[config.mk]
export PLATFORM = sky130hd
export DESIGN_NAME = seq_div_sign_flat
export DESIGN_NICKNAME = d
export VERILOG_FILES = /design/src/rtl/alu_pkg.sv /design/src/rtl/seq_div_sign_if.sv /design/src/rtl/seq_div_sign_step.sv /design/src/rtl/seq_div_sign.sv /design/src/flat_wrapper.sv
export SDC_FILE = /design/constraint.sdc
export NUM_CORES = 1
export LEC_CHECK = 0
export BUFFER_PORTS_ARGS = -buffer_cell sky130_fd_sc_hd__buf_2
export CORE_ASPECT_RATIO = 0.7
export CORE_MARGIN = 10
export CORE_UTILIZATION = 40
export CTS_CLUSTER_SIZE = 40
export DETAILED_ROUTE_END_ITERATION = 16
export GPL_TIMING_DRIVEN = 0
export HOLD_SLACK_MARGIN = 0.12
export PLACE_DENSITY = 0.61
export SYNTH_ARGS = -nofsm -noshare
export SYNTH_HDL_FRONTEND = slang
export SYNTH_SLANG_ARGS = --single-unit
[constraint.sdc]
create_clock -name clk -period 2.67 [get_ports clk]
set_input_delay 0.1335 -clock clk [delete_from_list [all_inputs] [get_ports clk]]
set_output_delay 0.1335 -clock clk [all_outputs]
set_load 0.01 [all_outputs]
[src/rtl/alu_pkg.sv]
// rtl/alu_pkg.sv - shared ALU datapath state encoding and two's-complement helper
// Imported by the sequential divider and reused by the multiplier bench.
package alu_pkg;

  localparam int MAXW = 32;

  typedef enum logic [1:0] {
    ST_IDLE = 2'd0,
    ST_CALC = 2'd1,
    ST_FIX  = 2'd2
  } state_t;

  // Conditional negation; callers zero-extend into MAXW and size-cast the result back.
  function automatic logic [MAXW-1:0] twos_neg(input logic [MAXW-1:0] v, input logic neg);
    return neg ? -v : v;
  endfunction

endpackage

[src/rtl/seq_div_sign_if.sv]
// rtl/seq_div_sign_if.sv - start/busy/done operand and result bundle for seq_div_sign
// Carries the dz flag only when SEQ_DIV_ZERO_FLAG_EN is defined.
interface seq_div_sign_if #(
  parameter int N = 8,
  parameter int M = 8
);

  logic         start;
  logic [N-1:0] A;
  logic [M-1:0] B;
  logic         sg;
  logic         busy;
  logic         done;
  logic [N-1:0] Q;
  logic [M-1:0] R;
`ifdef SEQ_DIV_ZERO_FLAG_EN
  logic         dz;
`endif

  modport master (
    output start, A, B, sg,
    input  busy, done, Q, R
`ifdef SEQ_DIV_ZERO_FLAG_EN
    , input dz
`endif
  );

  modport slave (
    input  start, A, B, sg,
    output busy, done, Q, R
`ifdef SEQ_DIV_ZERO_FLAG_EN
    , output dz
`endif
  );

endinterface

[src/rtl/seq_div_sign_step.sv]
// rtl/seq_div_sign_step.sv - one restoring-division iteration (module div_step)
// Shift in one dividend bit, trial-subtract the divisor magnitude, restore on borrow.
module div_step #(
  parameter int M = 8
) (
  input  logic [M-1:0] rem_in,
  input  logic         bit_in,
  input  logic [M-1:0] divisor,
  output logic [M-1:0] rem_out,
  output logic         q_bit
);

  logic [M:0] shifted;
  logic [M:0] diff;

  always_comb begin
    shifted = {rem_in, bit_in};
    diff    = shifted - {1'b0, divisor};
    // A set top bit means shifted >= 2^M, which always exceeds any M-bit divisor.
    q_bit   = shifted[M] | ~diff[M];
    rem_out = q_bit ? diff[M-1:0] : shifted[M-1:0];
  end

endmodule

[src/rtl/seq_div_sign.sv]
// rtl/seq_div_sign.sv - radix-2 restoring divider, signed/unsigned, one quotient bit per clock
// SEQ_DIV_ZERO_FLAG_EN adds a dz output reporting divide-by-zero, held with Q/R.
module seq_div_sign
  import alu_pkg::*;
#(
  parameter int N = 8,
  parameter int M = 8
) (
  input  logic          clk,
  input  logic          rst,
  seq_div_sign_if.slave bus
);

  localparam int CW = (N > 1) ? $clog2(N) : 1;

  state_t        state_q, state_n;
  logic [CW-1:0] cnt_q;
  logic [N-1:0]  work_q;
  logic [M-1:0]  rem_q;
  logic [M-1:0]  b_mag_q;
  logic [M-1:0]  a_low_q;
  logic          sa_q, sb_q;
  logic          done_q;
  logic [N-1:0]  q_q;
  logic [M-1:0]  r_q;
`ifdef SEQ_DIV_ZERO_FLAG_EN
  logic          dz_q;
`endif

  logic          sa_in, sb_in;
  logic [N-1:0]  a_mag_in;
  logic [M-1:0]  b_mag_in;
  logic [M-1:0]  rem_nxt;
  logic          q_bit;
  logic          div_zero;
  logic [N-1:0]  q_fix;
  logic [M-1:0]  r_fix;

  div_step #(.M(M)) u_step (
    .rem_in  (rem_q),
    .bit_in  (work_q[N-1]),
    .divisor (b_mag_q),
    .rem_out (rem_nxt),
    .q_bit   (q_bit)
  );

  // Operand magnitudes; the zero-extended negation covers -2^(N-1) without overflow.
  always_comb begin
    sa_in    = bus.sg & bus.A[N-1];
    sb_in    = bus.sg & bus.B[M-1];
    a_mag_in = N'(twos_neg(MAXW'(bus.A), sa_in));
    b_mag_in = M'(twos_neg(MAXW'(bus.B), sb_in));
  end

  always_comb begin
    div_zero = (b_mag_q == '0);
    q_fix    = div_zero ? '1      : N'(twos_neg(MAXW'(work_q), sa_q ^ sb_q));
    r_fix    = div_zero ? a_low_q : M'(twos_neg(MAXW'(rem_q), sa_q));
  end

  always_comb begin
    state_n = state_q;
    case (state_q)
      ST_IDLE: if (bus.start)     state_n = ST_CALC;
      ST_CALC: if (cnt_q == '0)   state_n = ST_FIX;
      ST_FIX:                     state_n = ST_IDLE;
      default:                    state_n = ST_IDLE;
    endcase
  end

  always_ff @(posedge clk or posedge rst) begin
    if (rst) begin
      state_q <= ST_IDLE;
    end else begin
      state_q <= state_n;
    end
  end

  // Quotient bits enter work_q at the LSB as dividend bits leave at the MSB.
  always_ff @(posedge clk or posedge rst) begin
    if (rst) begin
      cnt_q   <= '0;
      work_q  <= '0;
      rem_q   <= '0;
      b_mag_q <= '0;
      a_low_q <= '0;
      sa_q    <= 1'b0;
      sb_q    <= 1'b0;
      done_q  <= 1'b0;
      q_q     <= '0;
      r_q     <= '0;
`ifdef SEQ_DIV_ZERO_FLAG_EN
      dz_q    <= 1'b0;
`endif
    end else begin
      done_q <= 1'b0;
      case (state_q)
        ST_IDLE: begin
          if (bus.start) begin
            work_q  <= a_mag_in;
            rem_q   <= '0;
            b_mag_q <= b_mag_in;
            a_low_q <= bus.A[M-1:0];
            sa_q    <= sa_in;
            sb_q    <= sb_in;
            cnt_q   <= CW'(N - 1);
          end
        end
        ST_CALC: begin
          work_q <= {work_q[N-2:0], q_bit};
          rem_q  <= rem_nxt;
          cnt_q  <= cnt_q - CW'(1);
        end
        ST_FIX: begin
          q_q    <= q_fix;
          r_q    <= r_fix;
          done_q <= 1'b1;
`ifdef SEQ_DIV_ZERO_FLAG_EN
          dz_q   <= div_zero;
`endif
        end
        default: ;
      endcase
    end
  end

  assign bus.busy = (state_q != ST_IDLE);
  assign bus.done = done_q;
  assign bus.Q    = q_q;
  assign bus.R    = r_q;
`ifdef SEQ_DIV_ZERO_FLAG_EN
  assign bus.dz   = dz_q;
`endif

endmodule

[src/flat_wrapper.sv]
// flat-port wrapper written by rule: the top's interface ports become plain ports
module seq_div_sign_flat import alu_pkg::*;
#(
  parameter int N = 8,
  parameter int M = 8
)
  (clk, rst, bus_start, bus_A, bus_B, bus_sg, bus_busy, bus_done, bus_Q, bus_R);
  seq_div_sign_if #(.N(N), .M(M)) bus_i ();
  input  logic clk;
  input  logic rst;
  input wire logic [$bits(bus_i.start)-1:0] bus_start;
  input wire logic [$bits(bus_i.A)-1:0] bus_A;
  input wire logic [$bits(bus_i.B)-1:0] bus_B;
  input wire logic [$bits(bus_i.sg)-1:0] bus_sg;
  output wire logic [$bits(bus_i.busy)-1:0] bus_busy;
  output wire logic [$bits(bus_i.done)-1:0] bus_done;
  output wire logic [$bits(bus_i.Q)-1:0] bus_Q;
  output wire logic [$bits(bus_i.R)-1:0] bus_R;
  assign bus_i.start = bus_start;
  assign bus_i.A = bus_A;
  assign bus_i.B = bus_B;
  assign bus_i.sg = bus_sg;
  assign bus_busy = bus_i.busy;
  assign bus_done = bus_i.done;
  assign bus_Q = bus_i.Q;
  assign bus_R = bus_i.R;
  seq_div_sign #(.N(N), .M(M)) u_core (.clk(clk), .rst(rst), .bus(bus_i));
endmodule
==> results of run 1 <==
[critical path: stages, from the launching register on]
cell and delay (ns):
dfrtp_1 0.48, inv_1 0.16, fa_1 0.45, nand2b_1 0.19, a2111oi_2 0.39, nor2_2 0.20, a32o_1 0.30, a21o_1 0.15
[synth_stat cells, types with 4 or more instances]
master / n
nand2b_1: 4
a22oi_1: 8
o21ai_0: 40
nor3_1: 8
a31oi_1: 5
xnor2_1: 23
ha_1: 14
a21o_1: 5
inv_1: 26
mux2i_1: 10
nor2_1: 30
dfrtp_1: 56
nand2_1: 49
clkbuf_1: 11
xor2_1: 5
nand3_1: 8
a21oi_1: 23
[routing by layer]
metal  GRT usage  up-vias  share of wire
met1       0.199     1273           0.53
met5           0        -              0
met3      0.0330        8          0.053
met2       0.186       49           0.40
met4      0.0473        0          0.013
li1            -     1328              -
[sequential cells by signal, indices dropped and copies added (netlist names)]
name / flops
u_core.a_low_q: 8
u_core.b_mag_q: 8
u_core.bus.Q: 8
u_core.bus.R: 8
u_core.bus.done: 1
u_core.cnt_q: 3
u_core.rem_q: 8
u_core.sa_q: 1
u_core.sb_q: 1
u_core.state_q: 2
u_core.work_q: 8
[layout make-up]
cell class | instances | area (sq um)
clock inverters | 3 | 18.8
clock buffers | 5 | 125
plain buffers | 14 | 55.1
multi-input cells | 262 | 1620
flip-flops and latches | 56 | 1400
repair buffers | 45 | 283
well taps | 101 | 126
inverters | 26 | 97.6
fillers | 774 | 4080
[cells by family after synthesis]
kind of cell / synth area share
compound gates: 0.185
xor+xnor: 0.0773
buf+inv: 0.0481
simple gates: 0.155
fa+ha+maj: 0.0615
flops: 0.442
mux: 0.0315
[power by group]
group	internal [uW]	switching, uW	leakage, uW
sequential	1260	360	0.000682
clock	347	313	0.0000736
combinational	1100	1490	0.00101
[through the flow]
step           setup WS, ns  power [uW]  instance area, sq um
4_1_cts               0.215        4890                  3730
6_report              0.245        4870                  3730
3_5_place_dp          0.254        4210                  3510
2_1_floorplan         0.443        3490                  3170
5_1_grt              0.0844        5320                  3730
3_3_place_gp          0.242        4150                  3480
[final timing paths]
check,endpoint,slack (ns),cells after the start
setup / recovery,u_core.rem_q[7],0.24,7
hold / removal,u_core.a_low_q[3],0.13,3
setup reg to reg,u_core.rem_q[7],0.24,7
hold reg to reg,u_core.a_low_q[4],0.47,2
max in group asynchronous,u_core.cnt_q[2],1.57,4
min in group asynchronous,u_core.bus.R[3],0.53,3
==> reports/qor.txt, run 1 <==
outcome: finished, final reports clean
Yosys Warn Count: 0
starting density of the core: 0.407
Final Skew: 0.00705 ns
top cells by area, synth: dfrtp_1 44%, xnor2_1 6.3%, o21ai_0 6.3%
Avg WL per Cell: 15.6 um
Mapped Cells: 358
# DRC: 0
Yosys cell types: 39
Post-CTS Setup Bufs: 0
largest net degree at the start of global routing: 35
initial antenna violation count: 0
min-delay src: bus_A[3]
Max Slew Vio Count: 0
syn_area_per_cell: 8.86 sq um
Max Fclk: 412 MHz
static leakage: 0.00177 uW
Core Rows: 27
ratio of cells with drive above 1 in the final layout: 0.134
I/O Pins: 38
Placer Congestion: 0.865
CTS sink cnt: 56
core area: 7800 sq um
P per Cell Area: 1310 nW/um^2
PostCTS Resize Cnt: 0
post-synth top area share: 0.442
worst min path class: in -> reg
CTS root buf: clkbuf_16
Worst Tran Pin Value: 0.872 ns
die area: 12000 sq um
global-route usage over all layers: 0.135
First DRT Iteration DRCs: 142
port bufs: 37
Area Growth Syn to Fin: 17.4%
Post-CTS Hold Buffers: 7
Via density: 5.19
Slew headroom: 0.419
post-placement cell count: 497
Die Width: 126 um
RR Startpoint: u_core.rem_q[0]
CP endpoint kind: flop
Hold Slack: 0.129 ns
CP max FO: 9
post-route clock period utilization: 0.908
post-synth top area cell: dfrtp_1
clock slew seen by the registers of the worst setup and hold paths: 0.07 ns
Async S/R FF share, synth: 1.00
clock latency on the worst-skew pair: 0.30 ns
antenna viol nets, final: 0
worst endpoint required time: 2.87 ns
part of the Yosys area used for sequential elements: 0.442
synthesized net count: 393
total gr overflow: 0
synthesized flop and latch total: 56
via count: 2658
number of synthesized flops with an enable pin: 0
first-pass GRT wire length: 13.0 mm
final cell count without fillers: 512
DIE HEIGHT: 94.5 um
endpoints failing setup: 0
Tmin final: 2.43 ns
CTS tree: yes
Max VDD drop: 0.467 mV
drt pass-1 iters: 4
Post-Route Utilization: 0.477
most frequent cells in the layout: 56 x dfrtp_1, 49 x nand2_1, 40 x o21ai_0
diode count: 0
H-Tree Depth: 2
commonest non-fill, non-tap cell in the layout: dfrtp_1
Final nets: 445
vias in the first global route: 2534
RSZ-0062 raised after global routing: false
WL final: 8.00 mm
setup TNS: 0 ns
Critical Path Source Type: flop
Top FF cell, synth: dfrtp_1
MaxCap Viol Count: 0
maximum clock path buffer count: 2
Post-Syn Area: 3170 sq um
CP Class: reg -> reg
crit path DAT: 2.62 ns
cts bufs inserted: 5
Fin. Hold Viols: 0
post-DP HPWL: 6.13 mm
Worst setup startpoint: u_core.rem_q[0]
Power figures use the tool's default switching activity.
==> run 2, diff against run 1 <==
Settings changed: ABC_AREA set to 1.
==> reports/qor.txt, run 2 <==
Async S/R FF share, synth: 1.00 (unchanged)
endpoints failing setup: 0 (unchanged)
Synth top cells by count: 126 x nand2_1, 65 x inv_1, 56 x dfrtp_1
global-route usage over all layers: 0.145 (+0.0101)
Fin. Hold Viols: 0 (unchanged)
post-synth top area share: 0.417 (-0.0247)
Placer Congestion: 0.816 (-5.6%)
Post-CTS Setup Bufs: 0 (unchanged)
worst endpoint required time: 2.91 ns (+0.04 ns)
Top FF cell, synth: dfrtp_1
most frequent cells in the layout: 126 x nand2_1, 64 x inv_1, 56 x dfrtp_1
CTS root buf: clkbuf_16
Die Width: 130 um (+2.5%)
port bufs: 37 (unchanged)
CP Class: reg -> reg
synthesized flop and latch total: 56 (unchanged)
clock slew seen by the registers of the worst setup and hold paths: 0.07 ns (about the same)
largest net degree at the start of global routing: 35 (unchanged)
Yosys Warn Count: 0 (unchanged)
post-DP HPWL: 6.80 mm (+11%)
Tmin final: 2.18 ns (-0.246 ns)
post-placement cell count: 584 (+18%)
Worst setup startpoint: u_core.work_q[7]
Max Fclk: 459 MHz (+11%)
worst hold path cell count: 3 (unchanged)
Post-CTS Hold Buffers: 5 (-2)
Post-Syn Area: 3360 sq um (+5.9%)
vias in the first global route: 3040 (+20%)
drt pass-1 iters: 5 (+1)
Worst R2R Setup Slack: 0.49 ns (+0.25 ns)
power share of the combinational group: 0.537 (+0.004)
CP endpoint kind: flop
outcome: finished, final reports clean
Area Growth Syn to Fin: 16.5%
syn_area_per_cell: 7.55 sq um (-15%)
WL final: 8.74 mm (+9.3%)
initial antenna violation count: 0 (unchanged)
starting density of the core: 0.420 (+0.0131)
Post-Route Utilization: 0.489 (+0.0115)
commonest non-fill, non-tap cell in the layout: nand2_1
diode count: 0 (unchanged)
crit path DAT: 2.42 ns (-0.20 ns)
CP max FO: 6 (-3)
Max VDD drop: 0.463 mV (-0.80%)
clock share of power: 0.153 (+0.018)
Sw Ratio: 0.459 (+0.0153)
synthesized net count: 480 (+22%)
clock latency on the worst-skew pair: 0.30 ns (about the same)
H-Tree Depth: 2 (unchanged)
first-pass GRT wire length: 14.9 mm (+15%)
PostCTS Resize Cnt: 0 (unchanged)
part of the Yosys area used for sequential elements: 0.417 (-0.0247)
sequential power share: 0.310 (-0.022)
core area: 8010 sq um (+2.6%)
Core Rows: 27 (unchanged)
worst min path class: in -> reg
P per Cell Area: 1290 nW/um^2 (-1.3%)
static leakage: 0.00208 uW (+17%)
cts bufs inserted: 5 (unchanged)
post-route clock period utilization: 0.816 (-0.0923)
Worst Tran Pin Value: 0.531 ns (-0.341 ns)
R2R depth: 12 (+5)
maximum clock path buffer count: 2 (unchanged)
Via density: 4.98 (-4.0%)
DIE HEIGHT: 96.7 um (+2.3%)
Avg WL per Cell: 14.6 um (-6.3%)
via count: 2974 (+12%)
setup TNS: 0 ns (unchanged)
Max Slew Vio Count: 0 (unchanged)
most common cell in the synthesized netlist: nand2_1
Critical Path Source Type: flop
RR Startpoint: u_core.work_q[7]
CTS sink cnt: 56 (unchanged)
I/O Pins: 38 (unchanged)
total gr overflow: 0 (unchanged)
# DRC: 0 (unchanged)
die area: 12500 sq um (+4.8%)
First DRT Iteration DRCs: 227 (+60%)
Mapped Cells: 445 (+24%)
number of synthesized flops with an enable pin: 0 (unchanged)
Final Skew: 0.00527 ns (-0.00178 ns)
Int Pwr: 2730 uW (+0.88%)
final cell count without fillers: 597 (+17%)
Yosys cell types: 33 (-15%)
sw power: 2320 uW (+7.3%)
CTS tree: yes
min-delay src: bus_B[7]
top cells by area, synth: dfrtp_1 42%, nand2_1 14%, inv_1 7.3%
ratio of cells with drive above 1 in the final layout: 0.135 (+0.00126)
MaxCap Viol Count: 0 (unchanged)
antenna viol nets, final: 0 (unchanged)
RSZ-0062 raised after global routing: false
Slew headroom: 0.645 (+0.227)
Final nets: 530 (+19%)
post-synth top area cell: dfrtp_1
[run 2: cell types whose count changed after synthesis, sizes merged, moves of 10 or more]
cell   before  now
xnor2      23    2
xor2        5   15
inv        26   69
nand2      49  126
nor2       31   41
o21ai      41   30
nand3       8   36
mux2i      10    0
[run 2: path summary, 6_finish.rpt]
check / end
worst min-delay path: u_core.b_mag_q[7]
max in group asynchronous: u_core.cnt_q[0]
worst min register to register: u_core.bus.R[7]
worst max-delay path: u_core.rem_q[0]
min in group asynchronous: u_core.bus.done
worst max register to register: u_core.rem_q[0]
[run 2: layout make-up]
class,instances,area [sq um]
fillers,794,4090
clock buffers,5,125
well taps,101,126
clock inverters,3,47.5
plain buffers,9,46.3
multi-input cells,311,1650
inverters,69,262
flip-flops and latches,56,1400
repair buffers,43,255
[run 2: power by group through the flow]
stage / clock network, uW / logic, uW / registers, uW
finish: 774 / 2720 / 1570
global route: 819 / 3150 / 1620
CTS: 785 / 2710 / 1560
detailed placement: 0 / 2690 / 1570
global placement: 0 / 2640 / 1570
floorplan: 0 / 1980 / 1550
[run 2: logic make-up after synthesis]
kind of cell / count (synthesis) / share of synthesized area
simple gates: 218 / 0.283
buf+inv: 78 / 0.0916
compound gates: 61 / 0.101
flops: 56 / 0.417
xor+xnor: 17 / 0.0499
fa+ha+maj: 15 / 0.0581
[run 2: metal layers]
metal | vias to the layer above | part of all wire | global-route usage
li1 | 1515 | - | -
met1 | 1347 | 0.54 | 0.223
met2 | 101 | 0.38 | 0.196
met3 | 11 | 0.066 | 0.0316
met4 | 0 | 0.013 | 0.0377
met5 | - | 0 | 0
[run 2: metrics by stage]
step                instance area, sq um  total power, uW  hold slack [ns]  worst slack, ns
floorplan                           3360             3540            0.254            0.920
global placement                    3670             4200            0.404            0.391
detailed placement                  3690             4260            0.211            0.570
CTS                                 3920             5060            0.120            0.541
global route                        3920             5590            0.144            0.352
finish                              3920             5060            0.119            0.491
[run 2: worst max-delay path, stage by stage, from the launching register on]
cell	delay, ns
dfrtp_1	0.42
inv_1	0.08
ha_1	0.23
fa_1	0.37
inv_1	0.07
nand2_1	0.07
nand2_1	0.11
nand3_1	0.14
nand3_1	0.16
nand2_1	0.10
inv_1	0.21
nand2_1	0.09
nand3_1	0.07
==> run 3, diff against run 2 <==
Settings changed: ABC_AREA 1 to 0, PLACE_DENSITY 0.61 to 0.64.
Clock period 2.67 ns to 1.82 ns, I/O delays scaled along.
==> reports/qor.txt, run 3 (same netlist as run 1, synthesis figures left out) <==
endpoints failing setup: 16 (+16)
starting density of the core: 0.407 (-0.0131)
P per Cell Area: 1980 nW/um^2 (+53%)
port bufs: 37 (unchanged)
Fin. Hold Viols: 0 (unchanged)
CTS sink cnt: 56 (unchanged)
cts bufs inserted: 5 (unchanged)
Placer Congestion: 0.841 (+3.1%)
post-placement cell count: 497 (-15%)
RR Startpoint: u_core.b_mag_q[0]
Fillers: 729 (-8.2%)
post-DP HPWL: 6.24 mm (-8.3%)
post-route clock period utilization: 1.20 (+0.384)
vias in the first global route: 2648 (-13%)
clock latency on the worst-skew pair: 0.30 ns (about the same)
static leakage: 0.00186 uW (-10%)
Max Slew Vio Count: 0 (unchanged)
worst min path class: in -> reg
setup TNS: -3.31 ns (-3.31 ns)
Core Rows: 27 (unchanged)
CP endpoint kind: flop
total power: 7740 uW (+53%)
RSZ-0062 raised after global routing: true
global-route usage over all layers: 0.139 (-0.00579)
largest net degree at the start of global routing: 33 (-5.7%)
diode count: 0 (unchanged)
core area: 7800 sq um (-2.5%)
I/O Pins: 38 (unchanged)
antenna viol nets, final: 0 (unchanged)
MaxCap Viol Count: 0 (unchanged)
min-delay src: bus_B[6]
Final nets: 461 (-13%)
CP max FO: 6 (unchanged)
commonest non-fill, non-tap cell in the layout: dfrtp_1
Worst setup startpoint: u_core.b_mag_q[0]
Reg area: 1400 sq um (about the same)
Final Skew: 0.00529 ns (+0.0000196 ns)
first-pass GRT wire length: 13.7 mm (-8.5%)
drt pass-1 iters: 5 (unchanged)
WL final: 8.32 mm (-4.8%)
maximum clock path buffer count: 2 (unchanged)
CTS root buf: clkbuf_16
most frequent cells in the layout: 55 x dfrtp_1, 49 x nand2_1, 39 x buf_2
via count: 2764 (-7.1%)
Critical Path Source Type: flop
Tmin final: 2.18 ns (+0.00592 ns)
CP Class: reg -> reg
crit path DAT: 2.37 ns (-0.05 ns)
# DRC: 0 (unchanged)
total gr overflow: 0 (unchanged)
Die Width: 126 um (-2.4%)
Avg WL per Cell: 15.8 um (+7.6%)
Slew headroom: 0.589 (-0.0566)
DIE HEIGHT: 94.5 um (-2.2%)
Via density: 5.23 (+5.1%)
initial antenna violation count: 0 (unchanged)
final instance area: 3920 sq um (unchanged)
placed inst area: 3530 sq um (-4.3%)
worst endpoint required time: 2.00 ns (-0.91 ns)
area of the multi-input gates: 1660 sq um (+0.23%)
Max VDD drop: 0.833 mV (+80%)
outcome: complete, but fails checks
Area Growth Syn to Fin: 23.4%
clock slew seen by the registers of the worst setup and hold paths: 0.07 ns (about the same)
final cell count without fillers: 528 (-12%)
Max Fclk: 458 MHz (-0.27%)
Worst Tran Pin Value: 0.612 ns (+0.0813 ns)
ratio of cells with drive above 1 in the final layout: 0.185 (+0.0499)
die area: 12000 sq um (-4.6%)
DP Worst Slack: -0.453 ns (-1.02 ns)
post-route setup slack: -0.365 ns (-0.856 ns)
First DRT Iteration DRCs: 208 (-8.4%)
failing checks: setup timing
CTS tree: yes
H-Tree Depth: 2 (unchanged)
## run 3: changes by cell type in the layout (fill, tap and decap cells not counted), moves of 8 or more
cell / previous run / this run
xnor2_1: 2 / 23
nand3_1: 35 / 8
buf_4: 2 / 11
nand2_1: 126 / 49
xor2_1: 14 / 5
o21ai_0: 28 / 36
mux2i_1: 0 / 10
inv_1: 64 / 25
## run 3: path summary, 6_finish.rpt
check	endpoint	slack, ns	cells past startpoint
setup / recovery	u_core.rem_q[0]	-0.36	8
max in group asynchronous	u_core.b_mag_q[7]	0.86	4
min in group asynchronous	u_core.bus.R[3]	0.39	3
hold / removal	u_core.b_mag_q[6]	0.11	3
hold reg to reg	u_core.bus.R[2]	0.47	2
setup reg to reg	u_core.rem_q[0]	-0.36	8
## run 3: layer usage
layer / track usage / up-vias / wire, um
li1: - / 1368 / -
met1: 0.206 / 1294 / 4080
met2: 0.200 / 96 / 3550
met3: 0.0358 / 6 / 629
met4: 0.0255 / 0 / 58
met5: 0 / - / 0
## run 3: per-stage QoR
stage	utilization	hold WS, ns
floorplan	-	0.196
global placement	0.450	0.347
detailed placement	0.453	0.177
CTS	0.495	0.121
global route	0.502	0.144
finish	0.502	0.112
## run 3: repair_timing
item / 4_1_cts / 5_1_grt
pin swaps: 5 / 5
gates cloned: 0 / 0
gates resized for setup: 2 / 11
hold endpoints to repair: 34 / 0
buffers inserted: 8 / 5
hold buffers: 11 / 0
endpoints found under the setup margin: 11 / 49
## run 3: layout make-up
type	count	area share
clock inverter	3	0.00543
inverter	26	0.0249
buffer	13	0.0147
tap	101	0.0323
sequential	56	0.358
clock buffer	5	0.0320
multi-input combinational	262	0.423
timing repair buffer	62	0.110
## run 3: critical path: stages, from the launching register on
cell	delay [ns]
dfrtp_1	0.41
ha_2	0.20
fa_2	0.34
nand2b_4	0.16
a2111oi_4	0.43
nor2_4	0.11
buf_4	0.16
mux2i_1	0.11
a21o_1	0.16
## run 3: where the power goes
part	total (uW)	leakage (uW)	switching, uW	internal, uW
Sequential	2370	0.000681	524	1850
Clock	979	0.0000702	465	514
Combinational	4390	0.00111	2380	2010
Total	7740	0.00186	3370	4370
